[src/rtl/uart_fifo_if.sv]
// Byte-stream and uart_top-facing signal bundle for uart_fifo_ctrl.
// The master modport is the controller; slave is the fabric/UART side.
interface uart_fifo_if #(
  parameter int DEPTH = 16
);
  localparam int LVL_W = $clog2(DEPTH) + 1;

  logic [7:0]       s_data;
  logic             s_valid;
  logic             s_ready;
  logic [7:0]       m_data;
  logic             m_valid;
  logic             m_ready;
  logic [7:0]       tx_data;
  logic             tx_wr_en;
  logic             tx_busy;
  logic [7:0]       rx_data;
  logic             rx_rdy;
  logic             rx_rdy_clr;
  logic [LVL_W-1:0] tx_level;
  logic [LVL_W-1:0] rx_level;
  logic             rx_ovf;
  logic             ovf_clr;

  modport master (
    input  s_data, s_valid, m_ready, tx_busy, rx_data, rx_rdy, ovf_clr,
    output s_ready, m_data, m_valid, tx_data, tx_wr_en, rx_rdy_clr,
           tx_level, rx_level, rx_ovf
  );

  modport slave (
    output s_data, s_valid, m_ready, tx_busy, rx_data, rx_rdy, ovf_clr,
    input  s_ready, m_data, m_valid, tx_data, tx_wr_en, rx_rdy_clr,
           tx_level, rx_level, rx_ovf
  );
endinterface

[src/rtl/uart_fifo_ctrl.sv]
// Buffers bytes between valid/ready streams and uart_top's byte handshake,
// with a TX FIFO feeding tx_wr_en pulses and an RX FIFO filled via rx_rdy_clr.
module uart_fifo_ctrl #(
  parameter int DEPTH = 16
) (
  input  logic        clk,
  input  logic        rst,
  uart_fifo_if.master bus
);
  localparam int AW     = $clog2(DEPTH);
  localparam int LVL_W  = AW + 1;
  localparam int DATA_W = 8;

  typedef enum logic [1:0] {TX_IDLE, TX_LOAD, TX_WAIT_BUSY, TX_WAIT_DONE} tx_state_t;
  typedef enum logic [1:0] {RX_IDLE, RX_CLR, RX_WAIT_LOW} rx_state_t;

  logic [DATA_W-1:0] tx_mem [DEPTH];
  logic [AW:0]       tx_wptr, tx_rptr;
  logic [LVL_W-1:0]  tx_cnt;
  logic              tx_full, tx_empty, tx_push, tx_pop;

  logic [DATA_W-1:0] rx_mem [DEPTH];
  logic [AW:0]       rx_wptr, rx_rptr;
  logic [LVL_W-1:0]  rx_cnt;
  logic              rx_full, rx_empty, rx_push, rx_pop;

  tx_state_t         tx_state, tx_nxt;
  logic [1:0]        guard_cnt, guard_nxt;
  logic [DATA_W-1:0] tx_data_q;
  rx_state_t         rx_state, rx_nxt;
  logic              ovf_q, ovf_set;

  // Pointers carry one extra wrap bit, so their difference is the occupancy.
  assign tx_cnt   = tx_wptr - tx_rptr;
  assign tx_full  = (tx_cnt == LVL_W'(DEPTH));
  assign tx_empty = (tx_cnt == '0);
  assign tx_push  = bus.s_valid & ~tx_full;

  assign rx_cnt   = rx_wptr - rx_rptr;
  assign rx_full  = (rx_cnt == LVL_W'(DEPTH));
  assign rx_empty = (rx_cnt == '0);
  assign rx_push  = (rx_state == RX_CLR);
  assign rx_pop   = ~rx_empty & bus.m_ready;

  always_ff @(posedge clk or posedge rst) begin
    if (rst) begin
      tx_wptr <= '0;
      tx_rptr <= '0;
      rx_wptr <= '0;
      rx_rptr <= '0;
    end else begin
      if (tx_push) tx_wptr <= tx_wptr + 1'b1;
      if (tx_pop)  tx_rptr <= tx_rptr + 1'b1;
      if (rx_push) rx_wptr <= rx_wptr + 1'b1;
      if (rx_pop)  rx_rptr <= rx_rptr + 1'b1;
    end
  end

  always_ff @(posedge clk) begin
    if (tx_push) tx_mem[tx_wptr[AW-1:0]] <= bus.s_data;
    if (rx_push) rx_mem[rx_wptr[AW-1:0]] <= bus.rx_data;
  end

  // The head is latched and popped on the IDLE->LOAD edge so tx_data is
  // already valid during the cycle tx_wr_en is high.
  always_comb begin
    tx_nxt    = tx_state;
    guard_nxt = guard_cnt;
    tx_pop    = 1'b0;
    case (tx_state)
      TX_IDLE: begin
        if (!tx_empty && !bus.tx_busy) begin
          tx_nxt = TX_LOAD;
          tx_pop = 1'b1;
        end
      end
      TX_LOAD: begin
        tx_nxt    = TX_WAIT_BUSY;
        guard_nxt = 2'd0;
      end
      TX_WAIT_BUSY: begin
        if (bus.tx_busy)          tx_nxt    = TX_WAIT_DONE;
        else if (guard_cnt == 2'd2) tx_nxt  = TX_IDLE;
        else                      guard_nxt = guard_cnt + 2'd1;
      end
      TX_WAIT_DONE: begin
        if (!bus.tx_busy) tx_nxt = TX_IDLE;
      end
      default: tx_nxt = TX_IDLE;
    endcase
  end

  always_ff @(posedge clk or posedge rst) begin
    if (rst) begin
      tx_state  <= TX_IDLE;
      guard_cnt <= 2'd0;
      tx_data_q <= '0;
    end else begin
      tx_state  <= tx_nxt;
      guard_cnt <= guard_nxt;
      if (tx_pop) tx_data_q <= tx_mem[tx_rptr[AW-1:0]];
    end
  end

  // WAIT_LOW holds off a new capture until uart_top has dropped rx_rdy.
  always_comb begin
    rx_nxt  = rx_state;
    ovf_set = 1'b0;
    case (rx_state)
      RX_IDLE: begin
        if (bus.rx_rdy && !rx_full)     rx_nxt  = RX_CLR;
        else if (bus.rx_rdy && rx_full) ovf_set = 1'b1;
      end
      RX_CLR:      rx_nxt = RX_WAIT_LOW;
      RX_WAIT_LOW: if (!bus.rx_rdy) rx_nxt = RX_IDLE;
      default:     rx_nxt = RX_IDLE;
    endcase
  end

  always_ff @(posedge clk or posedge rst) begin
    if (rst) begin
      rx_state <= RX_IDLE;
      ovf_q    <= 1'b0;
    end else begin
      rx_state <= rx_nxt;
      if (ovf_set)          ovf_q <= 1'b1;
      else if (bus.ovf_clr) ovf_q <= 1'b0;
    end
  end

  assign bus.s_ready    = ~tx_full;
  assign bus.tx_level   = tx_cnt;
  assign bus.tx_data    = tx_data_q;
  assign bus.tx_wr_en   = (tx_state == TX_LOAD);
  assign bus.m_valid    = ~rx_empty;
  assign bus.m_data     = rx_empty ? '0 : rx_mem[rx_rptr[AW-1:0]];
  assign bus.rx_level   = rx_cnt;
  assign bus.rx_rdy_clr = (rx_state == RX_CLR);
  assign bus.rx_ovf     = ovf_q;
endmodule
[src/flat_wrapper.sv]
// flat-port wrapper written by rule: the top's interface ports become plain ports
module uart_fifo_ctrl_flat 
#(
  parameter int DEPTH = 16
)
  (clk, rst, bus_s_data, bus_s_valid, bus_m_ready, bus_tx_busy, bus_rx_data, bus_rx_rdy, bus_ovf_clr, bus_s_ready, bus_m_data, bus_m_valid, bus_tx_data, bus_tx_wr_en, bus_rx_rdy_clr, bus_tx_level, bus_rx_level, bus_rx_ovf);
  uart_fifo_if #(.DEPTH(DEPTH)) bus_i ();
  input  logic clk;
  input  logic rst;
  input wire logic [$bits(bus_i.s_data)-1:0] bus_s_data;
  input wire logic [$bits(bus_i.s_valid)-1:0] bus_s_valid;
  input wire logic [$bits(bus_i.m_ready)-1:0] bus_m_ready;
  input wire logic [$bits(bus_i.tx_busy)-1:0] bus_tx_busy;
  input wire logic [$bits(bus_i.rx_data)-1:0] bus_rx_data;
  input wire logic [$bits(bus_i.rx_rdy)-1:0] bus_rx_rdy;
  input wire logic [$bits(bus_i.ovf_clr)-1:0] bus_ovf_clr;
  output wire logic [$bits(bus_i.s_ready)-1:0] bus_s_ready;
  output wire logic [$bits(bus_i.m_data)-1:0] bus_m_data;
  output wire logic [$bits(bus_i.m_valid)-1:0] bus_m_valid;
  output wire logic [$bits(bus_i.tx_data)-1:0] bus_tx_data;
  output wire logic [$bits(bus_i.tx_wr_en)-1:0] bus_tx_wr_en;
  output wire logic [$bits(bus_i.rx_rdy_clr)-1:0] bus_rx_rdy_clr;
  output wire logic [$bits(bus_i.tx_level)-1:0] bus_tx_level;
  output wire logic [$bits(bus_i.rx_level)-1:0] bus_rx_level;
  output wire logic [$bits(bus_i.rx_ovf)-1:0] bus_rx_ovf;
  assign bus_i.s_data = bus_s_data;
  assign bus_i.s_valid = bus_s_valid;
  assign bus_i.m_ready = bus_m_ready;
  assign bus_i.tx_busy = bus_tx_busy;
  assign bus_i.rx_data = bus_rx_data;
  assign bus_i.rx_rdy = bus_rx_rdy;
  assign bus_i.ovf_clr = bus_ovf_clr;
  assign bus_s_ready = bus_i.s_ready;
  assign bus_m_data = bus_i.m_data;
  assign bus_m_valid = bus_i.m_valid;
  assign bus_tx_data = bus_i.tx_data;
  assign bus_tx_wr_en = bus_i.tx_wr_en;
  assign bus_rx_rdy_clr = bus_i.rx_rdy_clr;
  assign bus_tx_level = bus_i.tx_level;
  assign bus_rx_level = bus_i.rx_level;
  assign bus_rx_ovf = bus_i.rx_ovf;
  uart_fifo_ctrl #(.DEPTH(DEPTH)) u_core (.clk(clk), .rst(rst), .bus(bus_i));
endmodule
[config.mk]
export PLATFORM = sky130hd
export DESIGN_NAME = uart_fifo_ctrl_flat
export DESIGN_NICKNAME = d
export VERILOG_FILES = /design/src/rtl/uart_fifo_if.sv /design/src/rtl/uart_fifo_ctrl.sv /design/src/flat_wrapper.sv
export SDC_FILE = /design/constraint.sdc
export NUM_CORES = 1
export LEC_CHECK = 0
export CORE_ASPECT_RATIO = 0.6
export CORE_UTILIZATION = 40
export CTS_BUF_LIST = sky130_fd_sc_hd__clkbuf_4 sky130_fd_sc_hd__clkbuf_8 sky130_fd_sc_hd__clkbuf_16
export CTS_CLUSTER_DIAMETER = 200
export DETAILED_ROUTE_END_ITERATION = 10
export GPL_TIMING_DRIVEN = 0
export PLACE_DENSITY = 0.68
export REMOVE_ABC_BUFFERS = 1
export SLEW_MARGIN = 30
export SYNTH_ARGS = -nofsm -noshare
export SYNTH_HDL_FRONTEND = slang
export SYNTH_SLANG_ARGS = --single-unit
[constraint.sdc]
create_clock -name clk -period 3.6 [get_ports clk]
set_input_delay 0.54 -clock clk [delete_from_list [all_inputs] [get_ports clk]]
set_output_delay 0.54 -clock clk [all_outputs]
set_load 0.01 [all_outputs]
==> results of run 1 <==
-- how the worst max path moves through the flow --
stage                                 start                  end  slack, ns  cells past startpoint
final                     u_core.tx_rptr[0]          bus_s_ready       0.13                      7
after global routing      u_core.tx_wptr[0]          bus_s_ready      0.008                      8
after CTS                 u_core.rx_rptr[0]        bus_m_data[7]   -0.00009                     10
after detailed placement  u_core.rx_rptr[2]        bus_m_data[0]      -0.91                      8
after global placement    u_core.tx_rptr[0]  u_core.tx_mem[3][7]      -2.20                      8
after floorplan           u_core.tx_rptr[0]  u_core.tx_mem[3][0]      -0.69                      8
-- kinds of logic (layout without fill, tap and decap cells) --
group                      after synthesis  count (layout)  synth area share [%]
and+or+nand+nor                        128             128                  5.28
DFF                                    291             291                  72.5
xor gates and xnor gates                24              24                  2.03
AOI/OAI and AO/OA                       48              48                  2.83
buffers and inverters                   48             152                  1.86
adders and majority gates               21              21                  2.35
muxes                                   75              75                  13.2
-- critical path: stages, from the launching register on --
cell and delay, ns:
dfrtp_4 0.53, ha_1 0.24, fa_1 0.43, xnor2_2 0.21, nor3b_1 0.07, mux2_2 0.30, nand2_1 0.07, clkdlybuf4s50_1 0.52
-- layout by cell type (no fill, tap or decap), types with 7 or more instances in the layout --
cell	Yosys	layout
and3_1	23	23
mux2i_1	8	8
o31ai_1	8	8
inv_1	19	16
xnor2_1	12	11
clkbuf_4	0	7
nand2b_1	7	7
dfrtp_1	35	27
nor2_1	22	18
buf_4	3	23
clkbuf_16	0	27
nand2_1	47	46
edfxtp_1	256	256
xor2_1	8	7
o22ai_1	17	17
ha_1	19	19
mux4_2	64	64
clkdlybuf4s50_1	0	44
-- per-layer routing --
layer | GRT usage (%) | vias up | share of wire [%]
li1 | - | 2675 | -
met5 | 0 | - | 0
met1 | 27.1 | 3157 | 50
met2 | 22.2 | 173 | 42
met4 | 3.77 | 0 | 1.7
met3 | 2.57 | 40 | 6.2
-- synthesized netlist by cell type (10+ instances only) --
library cell / count
and3_1: 23
dfrtp_1: 35
edfxtp_1: 256
buf_2: 11
xnor2_1: 12
nor2_1: 22
nand2_1: 47
ha_1: 19
clkbuf_1: 10
inv_1: 19
nor3_1: 11
mux4_2: 64
o22ai_1: 17
-- layout make-up --
cell class | count | area (um^2)
clock buffer | 37 | 769
clock inverter | 13 | 151
fill | 2387 | 14900
inverter | 20 | 83.8
multi-input combinational | 296 | 3130
sequential | 291 | 8590
tap | 400 | 500
timing repair buffer | 82 | 792
-- through the flow --
step	worst slack (ns)	hold slack [ns]	cells	TNS, ns
6_report	0.135	0.268	1139	0
5_1_grt	0.00798	0.284	1139	0
4_1_cts	-0.0000924	0.261	1131	-0.0000924
3_5_place_dp	-0.909	0.477	1066	-40.08
3_3_place_gp	-2.20	0.474	1060	-214.83
2_1_floorplan	-0.689	0.460	607	-40.59
-- power by group --
| group | internal (mW) | total (mW) | leakage [nW] | switching, mW |
|---|---|---|---|---|
| Combinational | 2.28 | 4.71 | 1.60 | 2.43 |
| Clock | 1.72 | 2.95 | 0.451 | 1.23 |
| Sequential | 4.14 | 4.50 | 2.73 | 0.358 |
| Total | 8.14 | 12.2 | 4.78 | 4.02 |
-- sequential cells by signal, summed over array words and instances (netlist names) --
signal              cells
u_core.rx_mem         128
u_core.tx_mem         128
u_core.rx_rptr          5
u_core.bus.tx_data      8
u_core.guard_cnt        2
u_core.tx_rptr          5
u_core.bus.rx_ovf       1
u_core.tx_state         2
u_core.rx_state         2
u_core.tx_wptr          5
u_core.rx_wptr          5
-- repair_timing --
action,4_1_cts,5_1_grt
endpoints found under the setup margin,150,24
cloned,0,0
setup buffers,15,8
pin swaps,5,1
gates resized for setup,37,14
==> flow_summary.json, run 1 <==
{
  "status": "completed",
  "drv_cap": 0,
  "fin_crit_ns": 3.47,
  "grt_max_degree": 31,
  "synth_seq_area_share_pct": 72.5,
  "dp_hpwl_um": 15900,
  "h-tree-depth": 1,
  "numCtsBuffers": 27,
  "root_buffer": "clkbuf_16",
  "finalSetupViolations": 0,
  "grt_pass1_vias": 5949,
  "drv_slew": 0,
  "diodes": 0,
  "ys_seq_elements": 291,
  "vias": 6045,
  "netlist_area_um2": 11800,
  "worstReg2RegStart": "u_core.tx_rptr[0]",
  "fin_skew_ns": 0.0231,
  "critPathArrivalTime_ns": 2.93,
  "place_area_um2": 12800,
  "stdcell_area_um2": 14000,
  "max_slew_margin_pct": 38.9,
  "crit_type": "flop to primary output",
  "rows": 48,
  "power_density_nw_per_um2": 867,
  "cts_tree": "built",
  "crit_path_end_kind": "primary output",
  "grt.overflow.total": 0,
  "die_h_um": 135,
  "clk_pin_slew_ns": 0.07,
  "core_um2": 28900,
  "start_kind": "flop",
  "hp-class": "input port to asynchronous set/reset pin",
  "synth_top_cell_area_share_pct": 65.1,
  "clk_latency_ns": 0.55,
  "synth-edff-count": 256,
  "ir_drop_uv": 492,
  "totalPowerFinal_mw": 12.2,
  "reg2reg_slack_ns": 0.37,
  "die-area_um2": 30300,
  "worstMarginPinSlew_ns": 0.912,
  "grt.total_usage_pct": 16.4,
  "synth.avg_cell_area_um2": 18.6,
  "finalNetCount": 762,
  "postSynthCellCount": 635,
  "numPortBuffers": 53,
  "yosysWarnings": 0,
  "cts_buffer_depth": 3,
  "synth_area_leader_cell": "edfxtp_1",
  "finalCritPeriodShare_pct": 96.3,
  "drive_above_1_share_pct": 25.7,
  "ant_nets": 0,
  "cp.required_ns": 3.06,
  "wl_per_cell_um": 21.5,
  "crit_fanout": 8,
  "clock_sinks": 291,
  "grt_pass1_wl_um": 36700,
  "initial_core_util_pct": 40.9,
  "reg2reg_depth": 9,
  "synth.distinct_cells": 41,
  "area_growth_pct": 18.6,
  "final_util_pct": 48.5,
  "grt_setup_unrepaired": "false",
  "grt_antenna_before_repair": 0,
  "drc": 0,
  "viasPerCell": 5.31,
  "max_freq_mhz": 289,
  "drtIter0Drc": 517,
  "synthTopCellsByArea": "edfxtp_1 65%, mux4_2 12%, dfrtp_1 7.4%, ha_1 2.0%, nand2_1 1.5%",
  "synthArstFlopShare_pct": 12.0,
  "totalWireLength_um": 24500,
  "power_leakage_nw": 4.78,
  "ys.flop_type": "edfxtp_1",
  "r2r-end": "u_core.tx_mem[3][7]",
  "drtPass1Iterations": 4,
  "top_level_ports": 54,
  "cts_hold_buf": 0,
  "die_w_um": 224,
  "gp_congestion": 0.776,
  "hold_viol": 0
}
Power figures use the tool's default switching activity.
==> run 2, diff against run 1 <==
--- a/config.mk
+++ b/config.mk
@@ -13,6 +13,7 @@
 export GPL_TIMING_DRIVEN = 0
 export PLACE_DENSITY = 0.68
 export REMOVE_ABC_BUFFERS = 1
+export SKIP_LAST_GASP = 1
 export SLEW_MARGIN = 30
 export SYNTH_ARGS = -nofsm -noshare
 export SYNTH_HDL_FRONTEND = slang
==> run 2 against run 1 <==
  * Clock power barely moved
  * Clock-buffer cell count did not move
  * Register-to-register slack barely moved
  * Routed wire length barely moved
  * Worst setup slack got worse by 0.12 ns
  * Clock skew barely moved
  * Final cell count did not move
  * Worst hold slack got worse by 0.0047 ns
  * Non-clock buffer count did not move
  * Die area did not move
  * Design area barely moved
  * Combinational power barely moved
  * Largest cell class unchanged
  * Highest routed layer unchanged
==> flow_summary.json, run 2 (synthesized netlist as in run 1, its figures left out) <==
{
  "numCtsBuffers": 27,
  "totalWireLength_um": 24500,
  "status": "completed",
  "start_kind": "flop",
  "reg2reg_depth": 10,
  "grt.overflow.total": 0,
  "fin_skew_ns": 0.0236,
  "worstMarginPinSlew_ns": 0.937,
  "clk_pin_slew_ns": 0.07,
  "die_h_um": 135,
  "worstReg2RegStart": "u_core.tx_wptr[0]",
  "rows": 48,
  "final_cell_mix": "256 x edfxtp_1, 64 x mux4_2, 46 x nand2_1, 44 x clkdlybuf4s50_1",
  "critPathArrivalTime_ns": 3.05,
  "grt.total_usage_pct": 16.3,
  "root_buffer": "clkbuf_16",
  "drtIter0Drc": 515,
  "ir_drop_uv": 489,
  "grt_pass1_wl_um": 36700,
  "max_slew_margin_pct": 37.3,
  "totalPowerFinal_mw": 12.2,
  "grt_antenna_before_repair": 0,
  "drv_cap": 0,
  "top_level_ports": 54,
  "grt_setup_unrepaired": "true",
  "finalCritPeriodShare_pct": 99.7,
  "fin_crit_ns": 3.59,
  "drc": 0,
  "r2r-end": "u_core.tx_mem[3][7]",
  "numPortBuffers": 53,
  "finalSetupViolations": 0,
  "cts_buffer_depth": 3,
  "gp_congestion": 0.776,
  "crit_type": "flop to primary output",
  "die-area_um2": 30300,
  "h-tree-depth": 1,
  "power_leakage_nw": 4.78,
  "initial_core_util_pct": 40.9,
  "drv_slew": 0,
  "hp-class": "input port to asynchronous set/reset pin",
  "crit_fanout": 6,
  "die_w_um": 224,
  "drtPass1Iterations": 5,
  "clk_latency_ns": 0.55,
  "area_growth_pct": 18.6,
  "whs_ns": 0.264,
  "reg2reg_slack_ns": 0.38,
  "finalNetCount": 762,
  "max_freq_mhz": 279,
  "cts_hold_buf": 0,
  "cp.required_ns": 3.06,
  "clock_sinks": 291,
  "viasPerCell": 5.33,
  "setup_tns_ns": 0,
  "final_util_pct": 48.5,
  "diodes": 0,
  "cts_tree": "built",
  "crit_path_end_kind": "primary output",
  "wl_per_cell_um": 21.5,
  "vias": 6069,
  "drive_above_1_share_pct": 25.4,
  "grt_max_degree": 31,
  "core_um2": 28900,
  "ant_nets": 0,
  "hold_viol": 0,
  "power_density_nw_per_um2": 868,
  "dp_hpwl_um": 15900,
  "layout_commonest_cell": "edfxtp_1",
  "grt_pass1_vias": 5952
}
[run 2: changes by cell type in the layout (fill, tap and decap cells not counted), sizes merged]
cell and change:
dlygate4sd2 +1, clkbuf -1
[run 2: stage by stage]
stage | std cells | instance area [um^2] | worst slack, ns
CTS | 1131 | 14000 | -0.0547
finish | 1139 | 14000 | 0.0124
global placement | 1060 | 12700 | -2.20
global route | 1139 | 14000 | -0.0623
detailed placement | 1066 | 12800 | -0.909
floorplan | 607 | 11700 | -0.689
[run 2: critical path, cell delays in order (launching register included)]
cell and delay (ns):
dfrtp_4 0.49, ha_1 0.24, fa_2 0.36, nand2b_1 0.16
a21oi_2 0.18, xnor2_2 0.17, nor4_4 0.07, buf_12 0.16
buf_12 0.13, a211oi_4 0.23, dlygate4sd2_1 0.31
[run 2: area by class of cell]
type,count,area [um^2]
clock buffer,37,769
clock inverter,13,151
fill,2386,14900
inverter,20,83.8
multi-input combinational,296,3120
sequential,291,8590
tap,400,500
timing repair buffer,82,796
[run 2: how the worst max path moves through the flow]
stage | endpoint | start | slack [ns]
2_1_floorplan | u_core.tx_mem[3][0] | u_core.tx_rptr[0] | -0.69
3_3_place_gp | u_core.tx_mem[3][7] | u_core.tx_rptr[0] | -2.20
3_5_place_dp | bus_m_data[0] | u_core.rx_rptr[2] | -0.91
4_1_cts | bus_m_data[0] | u_core.rx_rptr[0] | -0.05
5_1_grt | bus_m_data[0] | u_core.rx_rptr[0] | -0.06
6_report | bus_m_data[0] | u_core.rx_rptr[0] | 0.01
[run 2: routing by layer]
metal / wire (um) / GRT usage, %
met5: 0 / 0
met4: 428 / 3.77
met3: 1200 / 2.57
met2: 10300 / 22.3
met1: 12500 / 27.0
[run 2: power by group]
group          switching (mW)  internal, mW
Clock                    1.24          1.72
Sequential              0.358          4.14
Combinational            2.43          2.28
Total                    4.02          8.14
[run 2: timing repair]
item | in CTS | in global routing
resized for setup | 35 | 13
pin swaps | 5 | 1
buffers inserted | 15 | 8
setup endpoints to repair | 150 | 24
